## config.mk

```make
export PLATFORM = sky130hd
export DESIGN_NAME = param_cpu_core
export DESIGN_NICKNAME = d
export VERILOG_FILES = /design/src/rtl/param_cpu_core.sv
export SDC_FILE = /design/constraint.sdc
export NUM_CORES = 1
export LEC_CHECK = 0
export BUFFER_PORTS_ARGS = -buffer_cell sky130_fd_sc_hd__buf_2
export CAP_MARGIN = 10
export CORE_MARGIN = 2
export CORE_UTILIZATION = 55
export CTS_CLUSTER_DIAMETER = 120
export CTS_CLUSTER_SIZE = 12
export DETAILED_ROUTE_END_ITERATION = 12
export HOLD_SLACK_MARGIN = 0.08
export PLACE_DENSITY_LB_ADDON = 0.08
export SLEW_MARGIN = 20
export SYNTH_ARGS = -nofsm -noshare
export SYNTH_HDL_FRONTEND = slang
export SYNTH_SLANG_ARGS = --single-unit
```

## constraint.sdc

```tcl
create_clock -name clk -period 9 [get_ports clk]
set_input_delay 1.35 -clock clk [delete_from_list [all_inputs] [get_ports clk]]
set_output_delay 1.35 -clock clk [all_outputs]
set_load 0.01 [all_outputs]
```

## src/rtl/param_cpu_core.sv

```systemverilog
// Multi-cycle 16-bit-instruction CPU core with a parameterised datapath.
// It uses a FETCH/DECODE/EXEC/MEM/HALT control unit and a req/ack memory port.
module param_cpu_core #(
  parameter int DATA_W = 16,
  parameter int ADDR_W = 8
) (
  input  logic              clk,
  input  logic              reset_n,
  output logic              mem_req,
  output logic              mem_we,
  output logic [ADDR_W-1:0] mem_addr,
  output logic [DATA_W-1:0] mem_wdata,
  input  logic [DATA_W-1:0] mem_rdata,
  input  logic              mem_ack,
  input  logic [2:0]        reg_select,
  output logic [DATA_W-1:0] reg_out,
  output logic [ADDR_W-1:0] PC_out,
  output logic [15:0]       IR_out,
  output logic              zero_flag,
  output logic [2:0]        CU_state,
  output logic              halted
);

  typedef enum logic [2:0] {
    S_FETCH  = 3'd0,
    S_DECODE = 3'd1,
    S_EXEC   = 3'd2,
    S_MEM    = 3'd3,
    S_HALT   = 3'd4
  } state_t;

  localparam logic [3:0] OP_ADD  = 4'h0;
  localparam logic [3:0] OP_SUB  = 4'h1;
  localparam logic [3:0] OP_AND  = 4'h2;
  localparam logic [3:0] OP_OR   = 4'h3;
  localparam logic [3:0] OP_XOR  = 4'h4;
  localparam logic [3:0] OP_SLT  = 4'h5;
  localparam logic [3:0] OP_ADDI = 4'h6;
  localparam logic [3:0] OP_LD   = 4'h7;
  localparam logic [3:0] OP_ST   = 4'h8;
  localparam logic [3:0] OP_BEQ  = 4'h9;
  localparam logic [3:0] OP_BNE  = 4'hA;
  localparam logic [3:0] OP_JMP  = 4'hB;
  localparam logic [3:0] OP_HALT = 4'hF;

  state_t             r_state;
  logic [ADDR_W-1:0]  r_pc;
  logic [15:0]        r_ir;
  logic               r_zero;
  logic               r_halted;
  logic               r_mem_req;
  logic               r_mem_we;
  logic [ADDR_W-1:0]  r_mem_addr;
  logic [DATA_W-1:0]  r_mem_wdata;
  logic [DATA_W-1:0]  r_op_a;
  logic [DATA_W-1:0]  r_op_b;

  logic [3:0]         w_op;
  logic [2:0]         w_rd;
  logic [2:0]         w_rs;
  logic [2:0]         w_rt;
  logic [DATA_W-1:0]  w_imm;
  logic [DATA_W-1:0]  w_alu;
  logic               w_is_alu;
  logic               w_eq;
  logic [ADDR_W-1:0]  w_ea;
  logic [ADDR_W-1:0]  w_br_pc;
  logic [ADDR_W-1:0]  w_jmp_pc;
  logic [ADDR_W-1:0]  w_next_pc;
  logic               w_xfer;
  logic               w_rf_we;
  logic [DATA_W-1:0]  w_rf_data;
  logic [DATA_W-1:0]  w_regs [8];

  assign w_op     = r_ir[15:12];
  assign w_rd     = r_ir[11:9];
  assign w_rs     = r_ir[8:6];
  assign w_rt     = r_ir[5:3];
  assign w_imm    = {{(DATA_W-6){r_ir[5]}}, r_ir[5:0]};
  assign w_is_alu = (w_op <= OP_ADDI);
  assign w_eq     = (r_op_a == r_op_b);
  assign w_xfer   = r_mem_req && mem_ack;

  // Low ADDR_W bits of a sum depend only on the low ADDR_W bits of the operands.
  assign w_ea    = r_op_a[ADDR_W-1:0] + w_imm[ADDR_W-1:0];
  assign w_br_pc = r_pc + w_imm[ADDR_W-1:0];

  generate
    if (ADDR_W <= 12) begin : g_jmp_trunc
      assign w_jmp_pc = r_ir[ADDR_W-1:0];
    end else begin : g_jmp_zext
      assign w_jmp_pc = {{(ADDR_W-12){1'b0}}, r_ir[11:0]};
    end
  endgenerate

  always_comb begin
    w_alu = '0;
    case (w_op)
      OP_ADD:  w_alu = r_op_a + r_op_b;
      OP_SUB:  w_alu = r_op_a - r_op_b;
      OP_AND:  w_alu = r_op_a & r_op_b;
      OP_OR:   w_alu = r_op_a | r_op_b;
      OP_XOR:  w_alu = r_op_a ^ r_op_b;
      OP_SLT:  w_alu = {{(DATA_W-1){1'b0}}, ($signed(r_op_a) < $signed(r_op_b))};
      OP_ADDI: w_alu = r_op_a + w_imm;
      default: w_alu = '0;
    endcase
  end

  always_comb begin
    w_next_pc = r_pc;
    case (w_op)
      OP_BEQ:  w_next_pc = w_eq ? w_br_pc : r_pc;
      OP_BNE:  w_next_pc = w_eq ? r_pc : w_br_pc;
      OP_JMP:  w_next_pc = w_jmp_pc;
      default: w_next_pc = r_pc;
    endcase
  end

  assign w_rf_we   = ((r_state == S_EXEC) && w_is_alu) ||
                     ((r_state == S_MEM) && (w_op == OP_LD) && w_xfer);
  assign w_rf_data = (r_state == S_MEM) ? mem_rdata : w_alu;

  // R0 is hard-wired to zero; R1..R7 are individual registers.
  genvar gi;
  generate
    for (gi = 0; gi < 8; gi++) begin : g_rf
      if (gi == 0) begin : g_zero
        assign w_regs[gi] = '0;
      end else begin : g_reg
        logic [DATA_W-1:0] r_reg;
        always_ff @(posedge clk or negedge reset_n) begin
          if (!reset_n) begin
            r_reg <= '0;
          end else if (w_rf_we && (w_rd == 3'(gi))) begin
            r_reg <= w_rf_data;
          end
        end
        assign w_regs[gi] = r_reg;
      end
    end
  endgenerate

  always_ff @(posedge clk or negedge reset_n) begin
    if (!reset_n) begin
      r_state     <= S_FETCH;
      r_pc        <= '0;
      r_ir        <= '0;
      r_zero      <= 1'b0;
      r_halted    <= 1'b0;
      r_mem_req   <= 1'b0;
      r_mem_we    <= 1'b0;
      r_mem_addr  <= '0;
      r_mem_wdata <= '0;
      r_op_a      <= '0;
      r_op_b      <= '0;
    end else begin
      case (r_state)
        S_FETCH: begin
          if (w_xfer) begin
            r_ir      <= mem_rdata[15:0];
            r_pc      <= r_pc + ADDR_W'(1);
            r_mem_req <= 1'b0;
            r_state   <= S_DECODE;
          end else begin
            // Only reached without a request right after reset.
            r_mem_req  <= 1'b1;
            r_mem_we   <= 1'b0;
            r_mem_addr <= r_pc;
          end
        end
        S_DECODE: begin
          r_op_a <= w_regs[w_rs];
          r_op_b <= ((w_op == OP_ST) || (w_op == OP_BEQ) || (w_op == OP_BNE)) ?
                    w_regs[w_rd] : w_regs[w_rt];
          r_state <= S_EXEC;
        end
        S_EXEC: begin
          if ((w_op == OP_LD) || (w_op == OP_ST)) begin
            r_mem_req   <= 1'b1;
            r_mem_we    <= (w_op == OP_ST);
            r_mem_addr  <= w_ea;
            r_mem_wdata <= r_op_b;
            r_state     <= S_MEM;
          end else if (w_op == OP_HALT) begin
            r_halted <= 1'b1;
            r_state  <= S_HALT;
          end else begin
            if (w_is_alu) begin
              r_zero <= (w_alu == '0);
            end
            // Next fetch is issued on this edge so ALU/branch ops take 3 cycles.
            r_pc       <= w_next_pc;
            r_mem_req  <= 1'b1;
            r_mem_we   <= 1'b0;
            r_mem_addr <= w_next_pc;
            r_state    <= S_FETCH;
          end
        end
        S_MEM: begin
          if (w_xfer) begin
            r_mem_req  <= 1'b1;
            r_mem_we   <= 1'b0;
            r_mem_addr <= r_pc;
            r_state    <= S_FETCH;
          end
        end
        S_HALT: begin
          r_state <= S_HALT;
        end
        default: begin
          r_mem_req <= 1'b0;
          r_state   <= S_FETCH;
        end
      endcase
    end
  end

  assign mem_req   = r_mem_req;
  assign mem_we    = r_mem_we;
  assign mem_addr  = r_mem_addr;
  assign mem_wdata = r_mem_wdata;
  assign reg_out   = w_regs[reg_select];
  assign PC_out    = r_pc;
  assign IR_out    = r_ir;
  assign zero_flag = r_zero;
  assign CU_state  = r_state;
  assign halted    = r_halted;

endmodule

```

==> summary.md <==
| Metric | Value |
|---|---|
| Status | completed |
| Final net count | 1772 |
| Final count of pins violating max slew | 0 |
| Most used cell, CP | mux2_2 |
| Pleak | 6.96 nW |
| Cts repair resizes | 0 |
| Max Freq | approximately 0.2 GHz |
| DRC Markers | 0 |
| Gp weighted congestion | 0.916 |
| Total number of vias | 13300 |
| Top_reg_cell synth | dfrtp_1 |
| Drt via density | 6.56 |
| CP cell instances | nor2b_1 > nand2_1 > mux2_2 > ha_1 > inv_1 > fa_1 > nand3b_1 > a31oi_1 > a211oi_1 > mux2_2 > o2111a_1 > o311ai_1 > a22oi_1 > o21ai_1 |
| Final period utilization | 54.4% |
| Number of global-route vias before repair | about 12000 |
| Fillers | 2358 |
| Unrepaired setup endpoints after global routing | false |
| Grt met2 use | between 50% and 60% |
| Power density cells | about 380 nW/um^2 |
| Syn Std Cell Area | 14900 um^2 |
| First-pass GRT wire length | 72200 um |
| Hold-fix buffers at CTS | 0 |
| Crit Path Class | reg2reg |
| CP bufs+invs | 1 |
| Area share of the largest cell type after synthesis | approximately a third |
| Setup crit end kind | flip-flop |
| CTS Buffer Depth | 2 |
| CTS Sinks | 199 |
| Unique masters post-synth | 76 |
| Die width | 169 um |
| Maxcap violations | 0 |
| Initial Util | 55.7% |
| Mapped Avg Cell Area | between 9 and 10 um^2 |
| Crit-path leading delay family | compound AO/OA/AOI/OAI gates |
| Share of layout cells above drive strength 1 | 20.6% |
| Synth cell count leaders | nand2_1 (250), dfrtp_1 (199), o21ai_0 (144) |
| Slew Limit Headroom | 24.4% |
| Seq cells post-synth | ~200 |
| Root buf cell | clkbuf_16 |
| Syn Nets | 1757 |
| Synth area leaders | dfrtp_1 (33%), mux4_2 (9.7%), mux2_2 (7.5%) |
| Worst-path clk slew | 80 ps |
| Ys async rst share | between 90% and 100% |
| Post-CTS Setup Bufs | 0 |
| Seq/Total Area, Yosys | 33.4% |
| Chip height | 169 um |
| Area after DPL | 15600 um^2 |
| Total wire length | 47000 um |
| Hold Slack | 474 ps |
| Largest register FFs | 112 |
| M1 GR Usage | 46.9% |
| Buffers added on ports | 92 |
| Global route hottest layer | met2 |
| Row count | 60 |
| Critical Path Max Stage Delay | 700 ps |
| Synth area leader | dfrtp_1 |
| Multi-input logic area | approximately 9300 um^2 |
| Routed wire per std cell | 23.3 um |
| Final Hold Viols | 0 |
| Worst Tran Pin Value | 1130 ps |
| CTS tree | done |
| Worst setup SP type | flip-flop |
| ANT nets after route | 0 |
| Cells after synthesis | approximately 1700 |
| Synth-to-layout area growth | 8.47% |
| Grt total ovfl | 0 |
| Clock Skew | 17.3 ps |
| Core area | 26800 um^2 |
| Initial DRT Pass Iterations | 6 |
| GRT Overall Usage | 33.2% |
| Req. time, crit path | 9290 ps |
| Storage cell area | 4980 um^2 |
| TritonCTS buffer count | 17 |
| Top-count cell post-synth | nand2_1 |
| I/O Pins | 93 |
| Setup TNS | 0 ps |
| Finish-stage setup viols | 0 |
| WP data arrival | 5190 ps |
| Critical Path Slowest Stage Cell | a22oi_1 |
| Die area | 28500 um^2 |
| Starting DRT DRC Count | 1292 |
| Largest net degree at the start of global routing | 121 |
| Hold WC Path Type | reg2reg |
| H-tree levels | 4 |
| Post-synth EDFFs | 0 |
| Period minus WS final | 4890 ps |
| Antenna violations before repair | 2 |
| HPWL Detailed | 31800 um |
| CP Max Fanout | 21 |
| Clk Latency, worst-skew pair | about 460 ps |
| Post-route cell area | 16200 um^2 |
| Warnings from Yosys | 0 |
| Met3 Use GR | about 5.8% |
| Maximum vdd drop | between 0.00015 and 0.0002 V |
-- final timing paths --
path	to	cells after the start	startpoint	slack (ps)
max	g_rf[1].g_reg.r_reg[14]	14	IR_out[15]	4110
min	mem_addr[5]	1	mem_addr[5]	470
max reg2reg	g_rf[1].g_reg.r_reg[14]	14	IR_out[15]	4110
min reg2reg	mem_addr[5]	1	mem_addr[5]	470
max in group asynchronous	IR_out[6]	2	reset_n	6780
min in group asynchronous	PC_out[2]	1	reset_n	800
-- per-layer routing --
| layer | share of wire [%] | up-vias |
|---|---|---|
| met5 | 0 | - |
| met4 | 3.6 | 0 |
| met3 | 8.8 | 115 |
| met2 | 45 | 614 |
| met1 | 42 | 6476 |
| li1 | - | 6054 |
-- layout make-up --
class	count	share of cell area, %
antenna	1	0.0155
clock buffer	17	2.63
tap	341	2.64
multi-input combinational	1271	57.3
inverter	55	1.28
clock inverter	15	0.966
timing repair buffer	121	4.37
sequential	199	30.8
-- power by group --
group          internal, mW  switching (mW)
Sequential             1.21           0.473
Clock                 0.372           0.397
Combinational          1.43            2.26
-- layout by cell type (no fill, tap or decap), types with 5 or more instances in the layout --
cell	synthesis	routed
a221oi_1	8	8
o211ai_1	8	8
buf_2	11	91
or3_1	6	6
nand4_1	5	5
inv_1	55	55
a31oi_1	8	8
nor2_1	109	109
o21ai_0	144	144
mux2i_1	9	9
nand2_1	250	248
nand2b_1	12	12
nor2b_1	17	14
inv_6	0	6
xor2_1	13	13
a21oi_1	123	123
a21o_1	14	14
nor3_1	25	25
and3_1	6	6
a22oi_1	63	63
nand3b_1	5	5
mux2_2	99	99
o31ai_1	8	8
a211oi_1	29	29
and2_1	5	5
nand3_1	13	12
ha_1	81	81
dfrtp_1	199	195
buf_4	1	28
mux4_2	64	64
xnor2_1	18	18
clkbuf_16	0	17
o21ai_1	50	50
-- kinds of logic after synthesis --
logic type,synth area share (%)
compound gates,20.8
simple gates,14.3
flops,33.4
buf+inv,4.69
mux,17.7
fa+ha+maj,7.33
xor+xnor,1.82
-- worst reg2reg max path, delay by kind of cell, from the launching register on --
family                   cells  cell delay (ps)
AO/OA/AOI/OAI                6             1710
AND/OR/NAND/NOR              3             1140
flip-flops                   1              650
multiplexers                 2              600
adder cells (fa/ha/maj)      2              580
buffers and inverters        1               60
-- through the flow --
step	cells	setup slack (ps)	util, %	power [mW]
finish	2020	4110	60.4	6.15
global route	2019	3760	60.4	6.55
CTS	2018	3990	60.3	6.07
detailed placement	1986	4000	58.1	5.29
global placement	1986	4070	58.1	5.23
floorplan	1650	4680	-	4.17
Note: power is estimated with default switching activity, not from simulation.
